--- src/rtl/core_pkg.sv ---
// Shared decode definitions for the RV32I/RV64I core pipeline.
package core_pkg;

  localparam int XLEN_DEFAULT = 32;

  localparam logic [6:0] OPC_LUI      = 7'b0110111;
  localparam logic [6:0] OPC_AUIPC    = 7'b0010111;
  localparam logic [6:0] OPC_JAL      = 7'b1101111;
  localparam logic [6:0] OPC_JALR     = 7'b1100111;
  localparam logic [6:0] OPC_BRANCH   = 7'b1100011;
  localparam logic [6:0] OPC_LOAD     = 7'b0000011;
  localparam logic [6:0] OPC_STORE    = 7'b0100011;
  localparam logic [6:0] OPC_OP_IMM   = 7'b0010011;
  localparam logic [6:0] OPC_OP       = 7'b0110011;
  localparam logic [6:0] OPC_MISC_MEM = 7'b0001111;
  localparam logic [6:0] OPC_SYSTEM   = 7'b1110011;

  typedef enum logic [2:0] {
    FMT_R = 3'd0,
    FMT_I = 3'd1,
    FMT_S = 3'd2,
    FMT_B = 3'd3,
    FMT_U = 3'd4,
    FMT_J = 3'd5
  } fmt_e;

endpackage

--- src/rtl/imm_gen.sv ---
// Combinational immediate generator; shared with the compressed-instruction expander.
module imm_gen
  import core_pkg::*;
#(
  parameter int XLEN = XLEN_DEFAULT
) (
  input  logic [31:0]     instr,
  input  fmt_e            fmt,
  output logic [XLEN-1:0] imm
);

  logic [31:0] imm32;

  always_comb begin
    imm32 = '0;
    case (fmt)
      FMT_I:   imm32 = {{20{instr[31]}}, instr[31:20]};
      FMT_S:   imm32 = {{20{instr[31]}}, instr[31:25], instr[11:7]};
      FMT_B:   imm32 = {{19{instr[31]}}, instr[31], instr[7], instr[30:25], instr[11:8], 1'b0};
      FMT_U:   imm32 = {instr[31:12], 12'b0};
      FMT_J:   imm32 = {{11{instr[31]}}, instr[31], instr[19:12], instr[20], instr[30:21], 1'b0};
      default: imm32 = '0;
    endcase
  end

  // Widen to XLEN with the sign of the 32-bit immediate.
  assign imm = XLEN'($signed(imm32));

endmodule

--- src/rtl/id_stage_pipe.sv ---
// Registered instruction-decode stage: field split, immediate, format, illegal flag,
// with valid/ready handshake, backpressure and flush.
module id_stage_pipe
  import core_pkg::*;
#(
  parameter int XLEN          = XLEN_DEFAULT,
  parameter bit CHECK_ILLEGAL = 1'b1
) (
  input  logic            clk,
  input  logic            rst,
  input  logic            flush,
  input  logic            in_valid,
  output logic            in_ready,
  input  logic [31:0]     in_instr,
  input  logic [XLEN-1:0] in_pc,
  output logic            out_valid,
  input  logic            out_ready,
  output logic [XLEN-1:0] out_pc,
  output logic [6:0]      out_opcode,
  output logic [4:0]      out_rd,
  output logic [2:0]      out_funct3,
  output logic [4:0]      out_rs1,
  output logic [4:0]      out_rs2,
  output logic [6:0]      out_funct7,
  output logic [XLEN-1:0] out_imm,
  output logic [2:0]      out_fmt,
  output logic            out_rs1_used,
  output logic            out_rs2_used,
  output logic            out_rd_we,
  output logic            out_illegal
);

  logic [6:0]      opcode;
  logic [4:0]      rd;
  fmt_e            cls_fmt;
  fmt_e            dec_fmt;
  logic            cls_rs1, cls_rs2, cls_we, cls_known;
  logic            dec_illegal;
  logic [XLEN-1:0] dec_imm;
  logic            accept;

  assign opcode = in_instr[6:0];
  assign rd     = in_instr[11:7];

  always_comb begin
    cls_fmt   = FMT_R;
    cls_rs1   = 1'b0;
    cls_rs2   = 1'b0;
    cls_we    = 1'b0;
    cls_known = 1'b1;
    case (opcode)
      OPC_LUI, OPC_AUIPC: begin
        cls_fmt = FMT_U;
        cls_we  = 1'b1;
      end
      OPC_JAL: begin
        cls_fmt = FMT_J;
        cls_we  = 1'b1;
      end
      OPC_JALR, OPC_LOAD, OPC_OP_IMM, OPC_MISC_MEM, OPC_SYSTEM: begin
        cls_fmt = FMT_I;
        cls_rs1 = 1'b1;
        cls_we  = 1'b1;
      end
      OPC_BRANCH: begin
        cls_fmt = FMT_B;
        cls_rs1 = 1'b1;
        cls_rs2 = 1'b1;
      end
      OPC_STORE: begin
        cls_fmt = FMT_S;
        cls_rs1 = 1'b1;
        cls_rs2 = 1'b1;
      end
      OPC_OP: begin
        cls_fmt = FMT_R;
        cls_rs1 = 1'b1;
        cls_rs2 = 1'b1;
        cls_we  = 1'b1;
      end
      default: cls_known = 1'b0;
    endcase
  end

  assign dec_illegal = CHECK_ILLEGAL && (!cls_known || (in_instr[1:0] != 2'b11));
  // Illegal encodings collapse to R format so the immediate comes out as zero.
  assign dec_fmt     = dec_illegal ? FMT_R : cls_fmt;

  imm_gen #(.XLEN(XLEN)) u_imm_gen (
    .instr (in_instr),
    .fmt   (dec_fmt),
    .imm   (dec_imm)
  );

  assign in_ready = (!out_valid || out_ready) && !flush;
  assign accept   = in_valid && in_ready;

  always_ff @(posedge clk or posedge rst) begin
    if (rst) begin
      out_valid    <= 1'b0;
      out_pc       <= '0;
      out_opcode   <= '0;
      out_rd       <= '0;
      out_funct3   <= '0;
      out_rs1      <= '0;
      out_rs2      <= '0;
      out_funct7   <= '0;
      out_imm      <= '0;
      out_fmt      <= '0;
      out_rs1_used <= 1'b0;
      out_rs2_used <= 1'b0;
      out_rd_we    <= 1'b0;
      out_illegal  <= 1'b0;
    end else if (flush) begin
      out_valid <= 1'b0;
    end else if (accept) begin
      out_valid    <= 1'b1;
      out_pc       <= in_pc;
      out_opcode   <= opcode;
      out_rd       <= rd;
      out_funct3   <= in_instr[14:12];
      out_rs1      <= in_instr[19:15];
      out_rs2      <= in_instr[24:20];
      out_funct7   <= in_instr[31:25];
      out_imm      <= dec_imm;
      out_fmt      <= dec_fmt;
      out_rs1_used <= cls_rs1 && !dec_illegal;
      out_rs2_used <= cls_rs2 && !dec_illegal;
      out_rd_we    <= cls_we && !dec_illegal && (rd != 5'd0);
      out_illegal  <= dec_illegal;
    end else if (out_ready) begin
      out_valid <= 1'b0;
    end
  end

endmodule
--- config.mk ---
export PLATFORM = sky130hd
export DESIGN_NAME = id_stage_pipe
export DESIGN_NICKNAME = d
export VERILOG_FILES = /design/src/rtl/core_pkg.sv /design/src/rtl/imm_gen.sv /design/src/rtl/id_stage_pipe.sv
export SDC_FILE = /design/constraint.sdc
export NUM_CORES = 1
export LEC_CHECK = 0
export ABC_AREA = 1
export BUFFER_PORTS_ARGS = -buffer_cell sky130_fd_sc_hd__buf_2
export CORE_MARGIN = 2
export CORE_UTILIZATION = 50
export DETAILED_ROUTE_END_ITERATION = 8
export PLACE_DENSITY_LB_ADDON = 0.3
export SETUP_SLACK_MARGIN = 0.2
export SYNTH_ARGS = -nofsm -noshare
export SYNTH_HDL_FRONTEND = slang
export SYNTH_SLANG_ARGS = --single-unit
--- constraint.sdc ---
create_clock -name clk -period 7.2 [get_ports clk]
set_clock_uncertainty 0.05 [all_clocks]
set_input_delay 1.44 -clock clk [delete_from_list [all_inputs] [get_ports clk]]
set_output_delay 1.44 -clock clk [all_outputs]
set_load 0.02 [all_outputs]
==> results of run 1 <==
==> cell families after synthesis <==
logic type / after synthesis / synth area share (%)
DFF: 104 / 55.3
buffers and inverters: 57 / 5.71
AOI/OAI and AO/OA: 22 / 2.45
and+or+nand+nor: 426 / 36.6
==> worst register-to-register path, cell delays in order, from the launching register on <==
cell      delay, ns
dfrtp_1        0.39
inv_1          0.06
nor2_1         0.05
nor2_1         0.18
nand2_4        0.31
inv_2          0.13
buf_4          0.64
nand2_1        0.21
o21bai_1       0.21
nand2_1        0.06
==> metrics by stage <==
| stage | hold slack, ns | power [uW] |
|---|---|---|
| 3_3_place_gp | 0.406 | 972 |
| 3_5_place_dp | 0.409 | 980 |
| 2_1_floorplan | 0.539 | 862 |
| 4_1_cts | 0.432 | 1300 |
| 6_report | 0.428 | 1300 |
| 5_1_grt | 0.449 | 1360 |
==> power breakdown <==
part / switching (uW) / leakage, uW / total (uW) / internal, uW
Sequential: 32.4 / 0.00134 / 679 / 646
Clock: 196 / 0.0000773 / 327 / 131
Combinational: 199 / 0.00226 / 290 / 90.4
Total: 427 / 0.00368 / 1300 / 868
==> final timing paths <==
check                      slack (ns)          end  cells after the start  startpoint
min reg2reg                      0.43   out_pc[24]                      2  out_pc[24]
min in group asynchronous        1.05  out_imm[10]                      2         rst
max in group asynchronous        4.86   out_pc[29]                      3         rst
max                              3.76     in_ready                      4   out_ready
min                              0.43   out_pc[24]                      2  out_pc[24]
max reg2reg                      4.87  out_imm[31]                      9   out_valid
==> routing by layer <==
metal,global-route usage [%],share of wire [%]
met1,32.6,45
met4,9.77,2.4
met5,0,0
met3,6.31,6.0
met2,38.5,47
==> state kept, by name, indices dropped and copies added (netlist names) <==
name          cells
out_pc           32
out_illegal       1
out_rd_we         1
out_rd            5
out_rs2           5
out_opcode        7
out_funct3        3
out_funct7        7
out_rs2_used      1
out_rs1_used      1
out_fmt           3
out_rs1           5
out_imm          32
out_valid         1
==> area by class of cell <==
class                      instances  area share (%)
sequential                       104            45.3
inverter                          26            1.74
tap                              111            2.42
clock buffer                      11            2.46
multi-input combinational        448            32.1
clock inverter                     3           0.349
timing repair buffer             177            15.6
==> synthesized netlist by cell type (all sizes together) <==
library cell  count  area, um2
buf              21        134
clkbuf           10       37.5
dfrtp           104       2600
inv              26       97.6
nand2           350       1340
nand3            40        215
nand4             2       12.5
nor2             33        146
nor4              1       6.26
o211ai            1       7.51
o21ai            20        100
o21bai            1       7.51
==> metrics, run 1 <==
Slew HR=roughly 16%; I/O Buffers=173; Worst Setup Path Type=in -> out; ANT nets after route=0; final non-filler cell total=880; gr usage total=24.5%; standard-cell rows=35; Final WS setup=3.76 ns; TNS Setup=0 ns; commonest non-fill, non-tap cell in the layout=nand2_1; clock latency on the worst-skew pair=0.37 ns; area of the multi-input gates=1840 um2; grt ovf=0; Worst Path Buf+Inv=2; RePlAce Congestion=0.872; DRC Markers=0; Unique masters post-synth=23; synthesized instance count=609; Crit Path Max Fanout=2; number of max-cap violations=0; post-place setup slack=3.76 ns; Fin. Hold Viols=0; most frequent cells in the layout=nand2_1, buf_2, dfrtp_1, nand3_1, nor2_1; CP top delay family=buffers and inverters; status=complete, no violations; cell area after layout=5740 um2; Starting Density=51.2%; layout overhead on the synthesized area=21.9%; # resized after CTS=0; Layout fillers=858; Ys Warns=0; Max IR drop VDD=98.2 uV; TritonCTS Buffers=9; Hold Buf Count CTS=0; period utilization=47.7%; diode count=0; final setup vio count=0; Net Count, Synth=678; final core occ=between 60% and 70%; Slew @ Worst Pin=1.26 ns; register area=around 2600 um2; via count=4,404; sequential cell area fraction in the yosys report=between 50 and 60%; final worst path period need=3.44 ns; post-DP HPWL=around 8700 um; CP cell instances=buf_2 > nor2_1 > nor2_1 > buf_2; share of cells above drive strength 1=27.6%; fin nets=835; startpoint types=input pin; Cell Area, Placed=approximately 5600 um2; Clock Tree Root=clkbuf_8; Clk pin slew, worst setup/hold paths=approximately 0.080 ns; Max Clock Freq=291 MHz; die area=10,200 um2; CTS tree=yes; PD cells=226 nW/um2; Top Ports=174; first-pass GRT wire length=19,500 um; CP Data Arrival Time=a little under 2 ns; initial antenna violation count=0; synthesized area=approximately 4700 um2; HP Class=reg -> reg; drt first-iter violations=192; total clock sinks=between 100 and 150; CP required=5.71 ns; Setup Fix Bufs, Post-CTS=0; WL per Instance=14.1 um; Die Span Y=between 100 and 150 um; CP peak stage delay=0.21 ns; WL final=between 10,000 and 15,000 um; crit end category=primary output; DR pass1 iterations=4; vias per cell=5.00; Die W=101 um; Slew Limit Fails=0; unrepaired setup endpoints after global routing=false; P_leak=between 0.003 and 0.004 uW; clock buffer depth=2; Worst path slowest cell=buf_2; Mean Syn Cell Area=7.73 um2; core area=just over 9000 um2; Yosys reg bits=104; total number of H-tree levels=3; dpl cells=around 870; largest net degree at the start of global routing=83; vias in the first global route=between 4,000 and 5,000
(Power assumes the default switching activity.)
==> run 2: changes to the inputs <==
Settings changed: CORE_UTILIZATION 50 to 49.
Clock period 7.2 ns to 3.3 ns, I/O delays scaled along.
==> metrics, run 2 (synthesis results as in run 1) <==
status=complete, no violations; final non-filler cell total=between 900 and 1,000; clock latency on the worst-skew pair=between 0.3 and 0.4 ns; DRC Markers=0; largest net degree at the start of global routing=118; post-DP HPWL=8960 um; via count=roughly 4,400; CP Data Arrival Time=2.28 ns; die area=10,400 um2; dpl cells=888; WL final=12,400 um; HP Class=in -> async; commonest non-fill, non-tap cell in the layout=nand2_1; Die Span Y=102 um; # resized after CTS=0; Clock Tree Root=clkbuf_8; vias in the first global route=approximately 4,100; clock buffer depth=2; WL per Instance=13.7 um; Fin. Hold Viols=0; first-pass GRT wire length=19,800 um; most frequent cells in the layout=nand2_1, buf_2, dfrtp_1, nand3_1, nor2_1; Die W=102 um; ANT nets after route=0; CP startpoint=out_ready; standard-cell rows=35; final setup vio count=0; Max IR drop VDD=193 uV; Max Clock Freq=481 MHz; crit end category=flop; PD cells=499 nW/um2; core area=9280 um2; CP required=about 3.5 ns; CTS tree=yes; vias per cell=4.84; RePlAce Congestion=0.859; GR Util met1=32.4%; layout overhead on the synthesized area=24.1%; final core occ=62.9%; total clock sinks=~100; Starting Density=50.7%; number of max-cap violations=0; share of cells above drive strength 1=roughly 28%; M3 GR Usage=4.79%; P_leak=0.00372 uW; Clk pin slew, worst setup/hold paths=approximately 0.10 ns; initial antenna violation count=0; Slew @ Worst Pin=1.20 ns; GRT met2 Usage=39.6%; unrepaired setup endpoints after global routing=false; drt first-iter violations=between 200 and 300; DR pass1 iterations=5; startpoint types=input pin; TNS Setup=0 ns; Hold Buf Count CTS=0; gr usage total=24.1%; Top Ports=around 170; TritonCTS Buffers=9; GR peak layer=met2; Regs by FF count=out_imm (32), out_pc (32); period utilization=63.0%; Setup Fix Bufs, Post-CTS=0; Slew Limit Fails=0; total number of H-tree levels=3; final worst path period need=2.08 ns; I/O Buffers=173; diode count=0; Slew HR=~20%; Crit Path Max Fanout=117; reg2reg start=out_valid; Worst Setup Path Type=in -> reg; fin nets=839; total power=2910 uW; grt ovf=0
==> run 2: changes by cell type in the layout (fill, tap and decap cells not counted), sizes merged <==
| cell | change |
|---|---|
| buf | +4 |
| bufinv | +1 |
| clkinv | +1 |
| inv | -1 |
==> run 2: through the flow <==
step                      worst slack [ns]  instance area [um2]  hold slack, ns
after detailed placement             0.880                 5650           0.409
after global placement               0.898                 5650           0.406
after global routing                  1.02                 5840           0.289
final                                 1.22                 5840           0.267
after CTS                             1.26                 5840           0.273
after floorplan                       1.34                 4710           0.539
==> run 2: final timing paths <==
kind	endpoint	slack, ns	cells after the start
max in group asynchronous	out_rs1[1]	2.21	3
setup reg to reg	out_rd_we	1.23	8
hold reg to reg	out_pc[30]	0.43	2
min in group clk	out_valid	0.41	2
hold / removal	out_fmt[2]	0.27	2
setup / recovery	out_rd_we	1.22	8
==> run 2: cell type report <==
class / count / area, um2
well taps: 129 / 161
clock inverters: 4 / 55.1
repair buffers: 181 / 938
clock buffers: 11 / 141
multi-input cells: 448 / 1840
inverters: 26 / 101
flip-flops and latches: 104 / 2600
fillers: 861 / 3440
==> run 2: metal layers <==
layer / wire [um] / up-vias
met5: 0 / -
met4: 233 / 0
met3: 873 / 22
met2: 5930 / 168
met1: 5350 / 2005
li1: - / 2180
==> run 2: power by group <==
group,total [uW],switching (uW),internal [uW]
sequential,1480,71.5,1410
clock,796,425,371
combinational,635,433,202
total,2910,930,1980
==> run 2: worst max-delay path, cell delays in order <==
cell and delay, ns:
buf_2 0.09, nor2_1 0.13, nor2_1 0.09, nand2_4 0.07, buf_4 0.82, o21ai_0 0.21
nand2_1 0.11, nand2_1 0.05
==> run 3: changes to the inputs <==
Settings changed: CORE_UTILIZATION 49 to 45.
Clock period 3.3 ns to 1.74 ns, I/O delays scaled along.
==> metrics, run 3 (synthesis results as in run 1) <==
CP dominant cell by count=nor2_4; Clock Tree Root=clkbuf_8; WL per Instance=14.1 um; gr usage total=23.7%; Die W=106 um; Worst Setup Path Type=reg -> out; clock buffer depth=2; Worst path slowest cell=dfrtp_1; most frequent cells in the layout=nand2_1, buf_2, dfrtp_1, nand3_1, nor2_1; Starting Density=46.0%; PD cells=917 nW/um2; core area=between 10,000 and 15,000 um2; Clk pin slew, worst setup/hold paths=0.10 ns; CTS tree=yes; DR pass1 iterations=5; DRC Markers=0; Slew Limit Fails=0; Regs by FF count=out_imm (32), out_pc (32); vias per cell=roughly 4.8; Die Span Y=106 um; CP required=1.34 ns; I/O Buffers=173; CP Data Arrival Time=1.15 ns; unrepaired setup endpoints after global routing=true; fin nets=854; post-DP HPWL=9160 um; total number of H-tree levels=3; Cell Area, Placed=5770 um2; RePlAce Congestion=around 0.83; clock latency on the worst-skew pair=0.38 ns; share of cells above drive strength 1=30.0%; die area=11,300 um2; WL final=13,100 um; period utilization=88.8%; Layout fillers=981; Max Clock Freq=647 MHz; initial antenna violation count=0; status=complete, no violations; commonest non-fill, non-tap cell in the layout=nand2_1; Hold Buf Count CTS=0; crit end category=primary output; Slew @ Worst Pin=0.542 ns; grt ovf=0; Top Ports=174; largest net degree at the start of global routing=105; P_leak=0.00382 uW; standard-cell rows=37; CP cell instances=inv_2 > nor2_4 > nor2_4 > buf_6; area of the multi-input gates=between 1500 and 2000 um2; number of max-cap violations=0; startpoint types=flop; diode count=0; TNS Setup=0 ns; Fin. Hold Viols=0; layout overhead on the synthesized area=28.5%; register area=2600 um2; TritonCTS Buffers=9; first-pass GRT wire length=approximately 21,000 um; final setup vio count=0; cell area after layout=6050 um2; total clock sinks=around 100; final worst path period need=1.55 ns; drt first-iter violations=between 200 and 300; Slew HR=a little under two thirds; CP peak stage delay=0.40 ns; via count=around 4,400; HP Class=in -> async; Max IR drop VDD=415 uV; vias in the first global route=4,295; ANT nets after route=0; Crit Path Max Fanout=2; Min Hold Slack=roughly 0.057 ns
==> run 3: cell count changes in the layout (fill, tap and decap cells not counted), sizes merged <==
cell / before / now
bufinv: 1 / 0
bufbuf: 0 / 1
clkbuf: 11 / 9
buf: 181 / 195
clkinv: 2 / 4
inv: 25 / 27
==> run 3: power breakdown <==
part	internal, uW	switching (uW)	total (uW)
logic	428	840	1270
clock network	550	918	1470
registers	2670	135	2810
==> run 3: worst max-delay path, delay by kind of cell, from the launching register on <==
family / cells / cell delay (ns)
buffers and inverters: 2 / 0.20
flip-flops: 1 / 0.40
AND/OR/NAND/NOR: 2 / 0.16
==> run 3: path summary, 6_finish.rpt <==
path | from | to | depth (start not counted) | slack (ns)
min reg2reg | out_imm[26] | out_imm[26] | 2 | 0.43
max in group asynchronous | rst | out_opcode[1] | 3 | 1.19
min in group clk | in_pc[0] | out_pc[0] | 3 | 0.10
min | rst | out_pc[30] | 3 | 0.06
max | out_valid | in_ready | 4 | 0.19
max reg2reg | out_valid | out_rd_we | 10 | 0.31
==> run 3: repair_timing <==
action	4_1_cts	5_1_grt
buffers inserted	1	3
pin swaps	1	1
resized for setup	5	4
cloned	1	0
setup endpoints to repair	16	64
==> run 3: through the flow <==
stage                     setup slack (ns)  power [uW]  instances  util, %
after floorplan                     0.0964        3570        609        -
after detailed placement           -0.0148        4100        905     56.4
after global routing                 0.132        5830        926     59.1
final                                0.194        5550        926     59.1
after global placement              0.0330        4070        905     56.4
after CTS                            0.153        5580        923     58.8
==> run 3: cell type report <==
cell class / instances / share of cell area, %
timing repair buffer: 196 / 18.6
multi-input combinational: 448 / 30.7
clock inverter: 7 / 1.08
sequential: 104 / 43.0
tap: 136 / 2.81
inverter: 26 / 1.72
clock buffer: 9 / 2.05
==> run 3: per-layer routing <==
layer	vias to the layer above	wire, um	track usage [%]
li1	2213	-	-
met1	2045	5930	32.5
met2	175	6030	37.3
met3	16	951	5.27
met4	0	171	8.08
met5	-	0	0
